$ cat src/rtl/boid_frame_scanner_if.sv
// Pixel write port between the frame scanner and the VGA frame buffer.
// Valid/ready: a write is accepted on a clock edge where pix_wr_en and pix_ready are both 1.
interface boid_frame_scanner_if #(
    parameter int unsigned ADDR_W = 19
) ();
    logic              pix_wr_en;
    logic [ADDR_W-1:0] pix_addr;
    logic [7:0]        pix_data;
    logic              pix_ready;

    modport master (
        output pix_wr_en,
        output pix_addr,
        output pix_data,
        input  pix_ready
    );

    modport slave (
        input  pix_wr_en,
        input  pix_addr,
        input  pix_data,
        output pix_ready
    );
endinterface

$ cat src/rtl/boid_frame_scanner.sv
// Boid frame scanner: sweeps every pixel in raster order, queries the boid memory
// for occupancy and streams one colour write per pixel into the frame buffer.
module boid_frame_scanner #(
    parameter int unsigned SCREEN_W   = 640,
    parameter int unsigned SCREEN_H   = 480,
    parameter int unsigned ADDR_W     = 19,
    parameter logic [7:0]  BG_COLOR   = 8'h00,
    parameter logic [7:0]  BOID_COLOR = 8'hFF
) (
    input  logic                        clk,
    input  logic                        reset,
    input  logic                        start,
    output logic                        busy,
    output logic                        done,
    output logic [31:0]                 x_chk_out,
    output logic [31:0]                 y_chk_out,
    input  logic                        is_boid_here,
    boid_frame_scanner_if.master        pix,
    output logic [15:0]                 frame_count
);

    localparam int unsigned XW = (SCREEN_W > 1) ? $clog2(SCREEN_W) : 1;
    localparam int unsigned YW = (SCREEN_H > 1) ? $clog2(SCREEN_H) : 1;

    typedef enum logic [1:0] {IDLE, SCAN, DRAIN, DONE} state_t;

    state_t            state;
    logic [XW-1:0]     x_cnt;
    logic [YW-1:0]     y_cnt;
    logic [ADDR_W-1:0] addr_cnt;
    logic              advance;

    // The output register can take a new pixel when it is empty or being drained this edge.
    assign advance = !pix.pix_wr_en || pix.pix_ready;

    // The memory compare runs on the pixel that will be loaded next.
    assign x_chk_out = 32'(x_chk_cnt(x_cnt));
    assign y_chk_out = 32'(y_chk_cnt(y_cnt));

    function automatic logic [XW-1:0] x_chk_cnt(input logic [XW-1:0] v);
        return v;
    endfunction

    function automatic logic [YW-1:0] y_chk_cnt(input logic [YW-1:0] v);
        return v;
    endfunction

    // Frame FSM with registered handshake, status and raster counters.
    always_ff @(posedge clk or negedge reset) begin
        if (!reset) begin
            state         <= IDLE;
            busy          <= 1'b0;
            done          <= 1'b0;
            pix.pix_wr_en <= 1'b0;
            pix.pix_addr  <= '0;
            pix.pix_data  <= '0;
            x_cnt         <= '0;
            y_cnt         <= '0;
            addr_cnt      <= '0;
            frame_count   <= '0;
        end else begin
            done <= 1'b0;
            unique case (state)
                IDLE: begin
                    if (start) begin
                        state    <= SCAN;
                        busy     <= 1'b1;
                        x_cnt    <= '0;
                        y_cnt    <= '0;
                        addr_cnt <= '0;
                    end
                end
                SCAN: begin
                    if (advance) begin
                        pix.pix_wr_en <= 1'b1;
                        pix.pix_addr  <= addr_cnt;
                        pix.pix_data  <= is_boid_here ? BOID_COLOR : BG_COLOR;
                        addr_cnt      <= addr_cnt + ADDR_W'(1);
                        if (x_cnt == XW'(SCREEN_W - 1)) begin
                            if (y_cnt == YW'(SCREEN_H - 1)) begin
                                // Last pixel loaded; counters hold until the frame closes.
                                state <= DRAIN;
                            end else begin
                                x_cnt <= '0;
                                y_cnt <= y_cnt + YW'(1);
                            end
                        end else begin
                            x_cnt <= x_cnt + XW'(1);
                        end
                    end
                end
                DRAIN: begin
                    if (pix.pix_ready) begin
                        pix.pix_wr_en <= 1'b0;
                        busy          <= 1'b0;
                        done          <= 1'b1;
                        frame_count   <= frame_count + 16'd1;
                        state         <= DONE;
                    end
                end
                DONE: begin
                    x_cnt    <= '0;
                    y_cnt    <= '0;
                    addr_cnt <= '0;
                    state    <= IDLE;
                end
                default: state <= IDLE;
            endcase
        end
    end

endmodule

$ cat src/flat_wrapper.sv
// flat-port wrapper written by rule: the top's interface ports become plain ports
module boid_frame_scanner_flat 
#(
    parameter int unsigned SCREEN_W   = 640,
    parameter int unsigned SCREEN_H   = 480,
    parameter int unsigned ADDR_W     = 19,
    parameter logic [7:0]  BG_COLOR   = 8'h00,
    parameter logic [7:0]  BOID_COLOR = 8'hFF
)
  (clk, reset, start, busy, done, x_chk_out, y_chk_out, is_boid_here, frame_count, pix_pix_wr_en, pix_pix_addr, pix_pix_data, pix_pix_ready);
  boid_frame_scanner_if #(.ADDR_W(ADDR_W)) pix_i ();
  input  logic clk;
  input  logic reset;
  input  logic start;
  output logic busy;
  output logic done;
  output logic [31:0] x_chk_out;
  output logic [31:0] y_chk_out;
  input  logic is_boid_here;
  output logic [15:0] frame_count;
  output wire logic [$bits(pix_i.pix_wr_en)-1:0] pix_pix_wr_en;
  output wire logic [$bits(pix_i.pix_addr)-1:0] pix_pix_addr;
  output wire logic [$bits(pix_i.pix_data)-1:0] pix_pix_data;
  input wire logic [$bits(pix_i.pix_ready)-1:0] pix_pix_ready;
  assign pix_pix_wr_en = pix_i.pix_wr_en;
  assign pix_pix_addr = pix_i.pix_addr;
  assign pix_pix_data = pix_i.pix_data;
  assign pix_i.pix_ready = pix_pix_ready;
  boid_frame_scanner #(.SCREEN_W(SCREEN_W), .SCREEN_H(SCREEN_H), .ADDR_W(ADDR_W), .BG_COLOR(BG_COLOR), .BOID_COLOR(BOID_COLOR)) u_core (.clk(clk), .reset(reset), .start(start), .busy(busy), .done(done), .x_chk_out(x_chk_out), .y_chk_out(y_chk_out), .is_boid_here(is_boid_here), .pix(pix_i), .frame_count(frame_count));
endmodule
$ cat config.mk
export PLATFORM = sky130hd
export DESIGN_NAME = boid_frame_scanner_flat
export DESIGN_NICKNAME = d
export VERILOG_FILES = /design/src/rtl/boid_frame_scanner_if.sv /design/src/rtl/boid_frame_scanner.sv /design/src/flat_wrapper.sv
export SDC_FILE = /design/constraint.sdc
export NUM_CORES = 1
export LEC_CHECK = 0
export ABC_AREA = 1
export CAP_MARGIN = 20
export CORE_MARGIN = 10
export CORE_UTILIZATION = 50
export DETAILED_ROUTE_END_ITERATION = 6
export MAX_ROUTING_LAYER = met4
export PLACE_DENSITY_LB_ADDON = 0.12
export SLEW_MARGIN = 0
export SYNTH_ARGS = -nofsm -noshare
export SYNTH_HDL_FRONTEND = slang
export SYNTH_SLANG_ARGS = --single-unit
$ cat constraint.sdc
create_clock -name clk -period 1.7 [get_ports clk]
set_input_delay 0.51 -clock clk [delete_from_list [all_inputs] [get_ports clk]]
set_output_delay 0.51 -clock clk [all_outputs]
set_load 0.05 [all_outputs]
# [Word-level counts from Yosys, hierarchy flattened]
# Cells that the tools add are included.
[op_classes] muxes=27 n_addsub=4 eq_ne=12 reduce_logical=14
[ops] operator="$pmux 19 s3" count=1
[ops] operator="$mux 10" count=4
[ops] operator="$mux 19" count=2
[ops] operator="$mux 9" count=4
[ops] operator="$pmux 10 s3" count=1
[ops] operator="$pmux 9 s3" count=1
[ops] operator="$add 19x1->19 const B" count=1
[ops] operator="$add 16x1->16 const B" count=1
[ops] operator="$add 10x1->10 const B" count=1
[ops] operator="$eq 10x10->1 const B" count=1
[ops] operator="$mux 2" count=5
[ops] operator="$reduce_and 5->1" count=2
[ops] operator="$add 9x1->9 const B" count=1
[ops] operator="$eq 9x9->1 const B" count=1
[ops] operator="$reduce_and 3->1" count=3
[ops] operator="$mux 8" count=1
[ops] operator="$pmux 2 s4" count=1
[ops] operator="$ne 2x1->1 const B" count=3
[ops] operator="$ne 2x2->1 const B" count=3
[ops] operator="$mux 1" count=5
[ops] operator="$eq 2x2->1 const B" count=2
[ops] operator="$pmux 1 s2" count=2
[ops] operator="$reduce_and 2->1" count=2
[ops] operator="$reduce_and 4->1" count=1
[ops] operator="other kinds (7)" count=8
[totals] word_cells=67 regBits=86 inputBits=5 output_inout_bits=110

# [Depth between registers and ports, before layout]
# Gate-level depths: netlist of run 1.
[logic_depth] ltp_word=5 mapped_depth=12 depth_no_buf=11

# [Least setup slack after synthesis of run 1]
# No wires, ideal clock.
[synth_path] kind="reg2reg" startpoint="register u_core.x_cnt[0]" endpoint="register u_core.x_cnt[6]" n_path_buf=1 synth_period_minus_slack_ns=1.817 setup_slack_ns=-0.117 setup_time_ns=0.121 stages_incl_launch_ff=12 required_time_ns=1.579 arrival_time_ns=1.696 path_cell_list="dfrtp_1 -> ha_1 -> nand2_1 -> inv_1 -> nand2_1 -> clkinv_2 -> nand2_1 -> nand2_2 -> nand2_2 -> buf_6 -> nand2_2 -> o21ai_2"
[synth_via] elab_chain_len=4 word_cells_on_any_way=7 classes_between="1 x add/sub; 2 x eq/ne; 3 x mux; 1 x reduce/logical"
[synth_lines] element="start: declaration" line="boid_frame_scanner.sv:28" rtl="logic [XW-1:0] x_cnt;"
[synth_lines] element="start signal: assignment" line="boid_frame_scanner.sv:88" rtl="x_cnt <= x_cnt + XW'(1);"
[synth_lines] element="$add 10x1->10 or $eq 10x10->1 (tied branches)" line="boid_frame_scanner.sv:88, boid_frame_scanner.sv:79"
[synth_lines] element="$mux 10" line="boid_frame_scanner.sv:79" rtl="if (x_cnt == XW'(SCREEN_W - 1)) begin"
[synth_lines] element="$mux 10" line="boid_frame_scanner.sv:74" rtl="if (advance) begin"
[synth_lines] element="$pmux 10 s3" line="boid_frame_scanner.sv:63" rtl="unique case (state)"
# Several ways; a longest one is shown, not always the timed one. The select of a mux whose other input is x is not followed.
# A chain may end at the register's enable or synchronous reset.

==> results of run 1 <==
final cells by class:
type / instances / area [um2]
antenna: 1 / 2.50
tap: 111 / 139
clock buffer: 10 / 138
clock inverter: 6 / 92.6
inverter: 71 / 274
sequential: 79 / 1980
timing repair buffer: 122 / 1820
multi-input combinational: 433 / 2210
fill: 656 / 2500
power breakdown:
part	internal, W	leakage (nW)	total, W	switching [W]
Sequential	0.00208	1.06	0.00231	0.000235
Combinational	0.00201	2.07	0.00466	0.00265
Clock	0.000875	0.109	0.00163	0.000757
Total	0.00496	3.24	0.00860	0.00364
state kept, by name, summed over array words and instances (netlist names):
name,flops
u_core.pix.pix_wr_en,1
u_core.y_cnt,9
u_core.x_cnt,10
u_core.busy,1
u_core.addr_cnt,19
u_core.state,2
u_core.pix.pix_addr,19
u_core.done,1
u_core.pix.pix_data,1
u_core.frame_count,16
worst min path at each step:
stage                           start                      end  slack (ns)  depth (start not counted)
5_1_grt                         reset  u_core.pix.pix_addr[11]        0.19                          2
2_1_floorplan                   reset       u_core.addr_cnt[0]        0.21                          0
6_report                        reset  u_core.pix.pix_addr[11]        0.16                          2
4_1_cts                         reset          u_core.x_cnt[2]        0.18                          2
3_3_place_gp   u_core.pix.pix_data[6]   u_core.pix.pix_data[6]        0.46                          2
3_5_place_dp   u_core.pix.pix_data[6]   u_core.pix.pix_data[6]        0.47                          2
metrics by stage:
step	setup WS [ns]	setup TNS [ns]	std cells	hold slack, ns
finish	0.0523	0	833	0.159
floorplan	0.0109	0	647	0.214
CTS	0.0184	0	828	0.181
detailed placement	-0.363	-18.39	812	0.466
global route	-0.0234	-0.252	833	0.190
global placement	-0.315	-15.42	812	0.465
layout by cell type (no fill, tap or decap), types with 10 or more instances in the layout:
cell	count
clkbuf_8	10
buf_12	70
nand3_1	24
inv_1	61
conb_1	45
nor2_1	56
o21ai_0	29
nand2_2	11
dfrtp_1	73
nand4_1	12
nand2_1	176
buf_4	46
what timing repair did:
item,CTS,global route
pin swaps,1,8
gates cloned,0,0
hold buffers,0,0
endpoints found under the setup margin,2,40
setup buffers,0,4
resized for setup,0,35
metal layers:
layer	up-vias	routed length (um)	global-route usage, %	share of wire, %
met3	14	535	3.70	4.7
met5	-	0	-	0
li1	2008	-	-	-
met1	1840	4590	19.3	40
met4	0	184	6.34	1.6
met2	82	6030	30.1	53
logic make-up (layout without fill, tap and decap cells):
logic type / Yosys count / in the layout
AO/OA/AOI/OAI: 50 / 50
adder cells (fa/ha/maj): 8 / 8
flip-flops: 79 / 79
buffers and inverters: 135 / 209
AND/OR/NAND/NOR: 316 / 316
multiplexers: 1 / 1
other: 1 / 46
XOR/XNOR: 13 / 13
==> flow_summary.json, run 1 <==
{
  "cp.depth": 2,
  "synth_xor_area_share_pct": 2.44,
  "critPathCapture": "pix_pix_data[0]",
  "yosysTopAreaCell": "dfrtp_1",
  "cts_tree": "yes",
  "synth-compound-area-share_pct": 5.74,
  "first_global_vias": 4053,
  "finalHoldViolations": 0,
  "drive_gt1_share_pct": 27.5,
  "viasPerCell": 4.73,
  "critPathBufInv": 2,
  "rsz0062_at_grt": "true",
  "syn_to_final_growth_pct": 42.6,
  "synth_edf_count": 0,
  "drt-pass1-iter-count": 4,
  "synth.most_common_cell": "nand2_1",
  "htree_levels": 3,
  "crit_path_start_kind": "flip-flop",
  "clock_path_buffers": 2,
  "critPathMaxFanout": 8,
  "endpoint_kind": "output port",
  "vias": 3944,
  "power_w": 0.00860,
  "slowest_delay_ns": 0.35,
  "synth_mux_area_share_pct": 0.483,
  "startpoint": "u_core.pix.pix_data[6]",
  "core_area_um2": 9150,
  "synth_cells": 603,
  "clock-root-buffer": "clkbuf_8",
  "wirelength_mm": 11.3,
  "yosysSeqAreaShare_pct": 42.4,
  "fp.dieW_um": 117,
  "postPlaceCellArea_um2": 6270,
  "rows": 35,
  "start_util_pct": 51.0,
  "power_leakage_nw": 3.24,
  "grt_pass1_wl_mm": 18.8,
  "outcome": "finished clean",
  "antenna_left": 0,
  "die_area_um2": 13600,
  "boundaryPins": 115,
  "die_h_um": 117,
  "routabilityCongestion": 0.857,
  "synth_area_um2": 4670,
  "synth_top_family_by_area": "simple AND/OR/NAND/NOR gates",
  "synth.area.top_cells": "dfrtp_1 42%, nand2_1 15%, buf_4 8.5%",
  "drc_errors": 0,
  "fin_util_pct": 72.7,
  "power_density_nw_per_um2": 1290,
  "grt.overflow.total": 0,
  "clock_sinks": 79,
  "grt_max_degree": 80,
  "final_area_um2": 6660,
  "clk_pin_slew_worst_paths_ns": 0.09,
  "period_minus_slack_ns": 1.65,
  "postSynthAreaPerCell_um2": 7.74,
  "ys.flop_type": "dfrtp_1",
  "reg2reg_depth": 10,
  "ys_types": 34,
  "fin_skew_ns": 0.0117,
  "finalSetupViolCount": 0,
  "hold_class": "primary input to async pin",
  "async_flop_share_pct": 100,
  "fmax_mhz": 607,
  "synth_top_area_share_pct": 42.4,
  "cts-buffers-inserted": 9,
  "io_buffers": 69,
  "arrival_ns": 1.14,
  "r2r-start": "u_core.state[0]",
  "worstPathCellList": "buf_4, buf_12",
  "synthTopCellsByCount": "181 x nand2_1, 79 x dfrtp_1, 66 x inv_1, 57 x nor2_1, 53 x buf_4",
  "dpl.hpwl_mm": 8.70,
  "ir_drop_mv": 0.663,
  "wl_per_cell_um": 13.6,
  "drt_first_iter_violations": 209,
  "r2r_end": "u_core.frame_count[14]",
  "rrSetupSlack_ns": 0.08,
  "fin_crit_sh_pct": 96.9,
  "crit_path_top_delay_cell": "dfrtp_1",
  "maxCapViolCount": 0,
  "crit_required_ns": 1.19,
  "fin_nets": 729,
  "yosys_warnings": 0,
  "track_usage_pct": 17.4,
  "synth-adder-area-share_pct": 2.15,
  "synth_seq_cells": 79,
  "final_max_slew_viol_count": 0,
  "insertion_delay_ns": 0.36,
  "yosys.area_share.simple_pct": 30.8,
  "grt_antenna_before_repair": 1,
  "cp_top_family": "buffers and inverters",
  "path_class": "flip-flop to output port"
}
Power figures use the tool's default switching activity.
==> run 2: changes to the inputs <==
--- a/config.mk
+++ b/config.mk
@@ -9,6 +9,7 @@
 export CAP_MARGIN = 20
 export CORE_MARGIN = 10
 export CORE_UTILIZATION = 50
+export CTS_CLUSTER_SIZE = 25
 export DETAILED_ROUTE_END_ITERATION = 6
 export MAX_ROUTING_LAYER = met4
 export PLACE_DENSITY_LB_ADDON = 0.12
==> constraint.sdc (replaced) <==
create_clock -name clk -period 1.7 [get_ports clk]
set_input_delay 0.51 -clock clk [delete_from_list [all_inputs] [get_ports clk]]
set_output_delay 0.51 -clock clk [all_outputs]
set_load 0.1 [all_outputs]
==> run 2 against run 1 <==
  * Die area did not move
  * Clock-buffer cell count unchanged
  * First-iteration DRC count fell by 1.4%
  * Critical endpoint is now pix_pix_data[7]
  * Largest cell class unchanged
  * Highest routed layer unchanged
==> flow_summary.json, run 2 (same netlist as run 1, synthesis figures left out) <==
{
  "grt_pass1_wl_mm": 17.8,
  "final_max_slew_viol_count": 0,
  "wirelength_mm": 11.2,
  "viasPerCell": 4.79,
  "maxCapViolCount": 0,
  "final.setup.tns_ns": 0,
  "final_area_um2": 6540,
  "power_frac_clock_pct": 15.0,
  "clock-root-buffer": "clkbuf_8",
  "outcome": "finished clean",
  "cts-buffers-inserted": 9,
  "crit_required_ns": 1.19,
  "clock_sinks": 79,
  "start_util_pct": 51.0,
  "crit_path_start_kind": "flip-flop",
  "path_class": "flip-flop to output port",
  "power_frac_comb_pct": 58.9,
  "drive_gt1_share_pct": 29.1,
  "post-place-ws_ns": -0.368,
  "final_common_cell": "nand2_1",
  "clock_path_buffers": 2,
  "finalSetupViolCount": 0,
  "top_regs": "u_core.addr_cnt (19), u_core.pix.pix_addr (19), u_core.frame_count (16)",
  "power_leakage_nw": 3.12,
  "p_int_w": 0.00475,
  "drt_first_iter_violations": 206,
  "power_density_nw_per_um2": 1440,
  "grt_max_degree": 29,
  "clk_pin_slew_worst_paths_ns": 0.08,
  "fin_skew_ns": 0.00991,
  "wl_per_cell_um": 13.6,
  "first_global_vias": 3903,
  "final_cell_mix": "177 x nand2_1, 69 x buf_12, 61 x inv_1",
  "swShare_pct": 49.4,
  "grt_antenna_before_repair": 0,
  "layout_setup_ws_ns": 0.0243,
  "critPathBufInv": 1,
  "worstPathCellList": "buf_12",
  "antenna_left": 0,
  "fin_nets": 719,
  "dpl.hpwl_mm": 8.55,
  "arrival_ns": 1.17,
  "drc_errors": 0,
  "die_h_um": 117,
  "nFillCells": 689,
  "multi_input_area_um2": 2170,
  "register_area_um2": 2030,
  "drt-pass1-iter-count": 5,
  "insertion_delay_ns": 0.36,
  "track_usage_pct": 16.5,
  "core_area_um2": 9150,
  "die_area_um2": 13600,
  "fmax_mhz": 597,
  "period_minus_slack_ns": 1.68,
  "fin_crit_sh_pct": 98.6,
  "fp.dieW_um": 117,
  "syn_to_final_growth_pct": 40.3,
  "switchingPower_w": 0.00465,
  "hold_class": "primary input to async pin",
  "finalHoldViolations": 0,
  "boundaryPins": 115,
  "slowest_delay_ns": 0.60,
  "p_seq_share_pct": 26.0,
  "fin_util_pct": 71.5,
  "holdWs_ns": 0.0801,
  "postPlaceCellArea_um2": 6210,
  "htree_levels": 3,
  "rows": 35,
  "crit_path_top_delay_cell": "dfrtp_4",
  "routabilityCongestion": 0.885,
  "endpoint_kind": "output port",
  "critPathMaxFanout": 9,
  "antenna_cells": 0,
  "rrSetupSlack_ns": 0.03,
  "cts_tree": "yes",
  "grt.overflow.total": 0,
  "cp_top_family": "flip-flops",
  "io_buffers": 69,
  "ir_drop_mv": 1.64,
  "vias": 3936
}
-- run 2: cell types whose count changed in the layout (fill, tap and decap cells not counted), moves of 2 or more --
cell	previous run	this run
ha_2	0	3
clkinv_2	1	3
ha_4	3	1
buf_4	46	36
dfrtp_1	73	50
dfrtp_2	6	22
dfrtp_4	0	7
-- run 2: what timing repair did --
action / 4_1_cts / 5_1_grt
hold buffers: 0 / 0
pin swaps: 1 / 6
endpoints found under the setup margin: 12 / 30
gates resized for setup: 3 / 26
hold endpoints to repair: 0 / 0
setup buffers: 0 / 9
-- run 2: power by group through the flow --
stage,Combinational [W],Clock [W],Sequential (W)
2_1_floorplan,0.00259,0,0.00341
3_3_place_gp,0.00515,0,0.00246
3_5_place_dp,0.00522,0,0.00246
4_1_cts,0.00523,0.00143,0.00244
5_1_grt,0.00581,0.00152,0.00248
6_report,0.00554,0.00141,0.00245
-- run 2: final cells by class --
type	count	area share [%]
multi-input cells	433	33.2
flip-flops and latches	79	31.0
well taps	111	2.12
clock inverters	6	0.918
clock buffers	10	2.10
repair buffers	112	26.5
inverters	71	4.15
-- run 2: metal layers --
layer	vias up	track usage (%)	part of all wire (%)
met1	1818	19.8	44
met5	-	-	0
li1	1993	-	-
met4	0	5.19	1.1
met2	112	26.5	47
met3	13	4.62	7.5
-- run 2: per-stage QoR --
| stage | total power, W | instances |
|---|---|---|
| floorplan | 0.00599 | 647 |
| global placement | 0.00761 | 797 |
| detailed placement | 0.00769 | 797 |
| CTS | 0.00910 | 813 |
| global route | 0.00981 | 822 |
| finish | 0.00940 | 822 |
-- run 2: worst paths after layout --
kind                                        start                     to  cells past startpoint
max                        u_core.pix.pix_data[6]        pix_pix_data[7]                      1
min                                         reset        u_core.x_cnt[8]                      1
max reg2reg                       u_core.state[0]     u_core.addr_cnt[4]                     10
min reg2reg                 u_core.frame_count[5]  u_core.frame_count[5]                      1
max in group asynchronous                   reset  u_core.frame_count[7]                      2
min in group clk            u_core.frame_count[5]  u_core.frame_count[5]                      1
==> run 3: changes to the inputs <==
--- a/config.mk
+++ b/config.mk
@@ -6,13 +6,14 @@
 export NUM_CORES = 1
 export LEC_CHECK = 0
 export ABC_AREA = 1
-export CAP_MARGIN = 20
+export CAP_MARGIN = 30
 export CORE_MARGIN = 10
 export CORE_UTILIZATION = 50
 export CTS_CLUSTER_SIZE = 25
 export DETAILED_ROUTE_END_ITERATION = 6
 export MAX_ROUTING_LAYER = met4
 export PLACE_DENSITY_LB_ADDON = 0.12
+export SKIP_LAST_GASP = 1
 export SLEW_MARGIN = 0
 export SYNTH_ARGS = -nofsm -noshare
 export SYNTH_HDL_FRONTEND = slang
==> results of run 3 <==
Same layout as run 2: the final DEF is identical, and so are final timing and power.
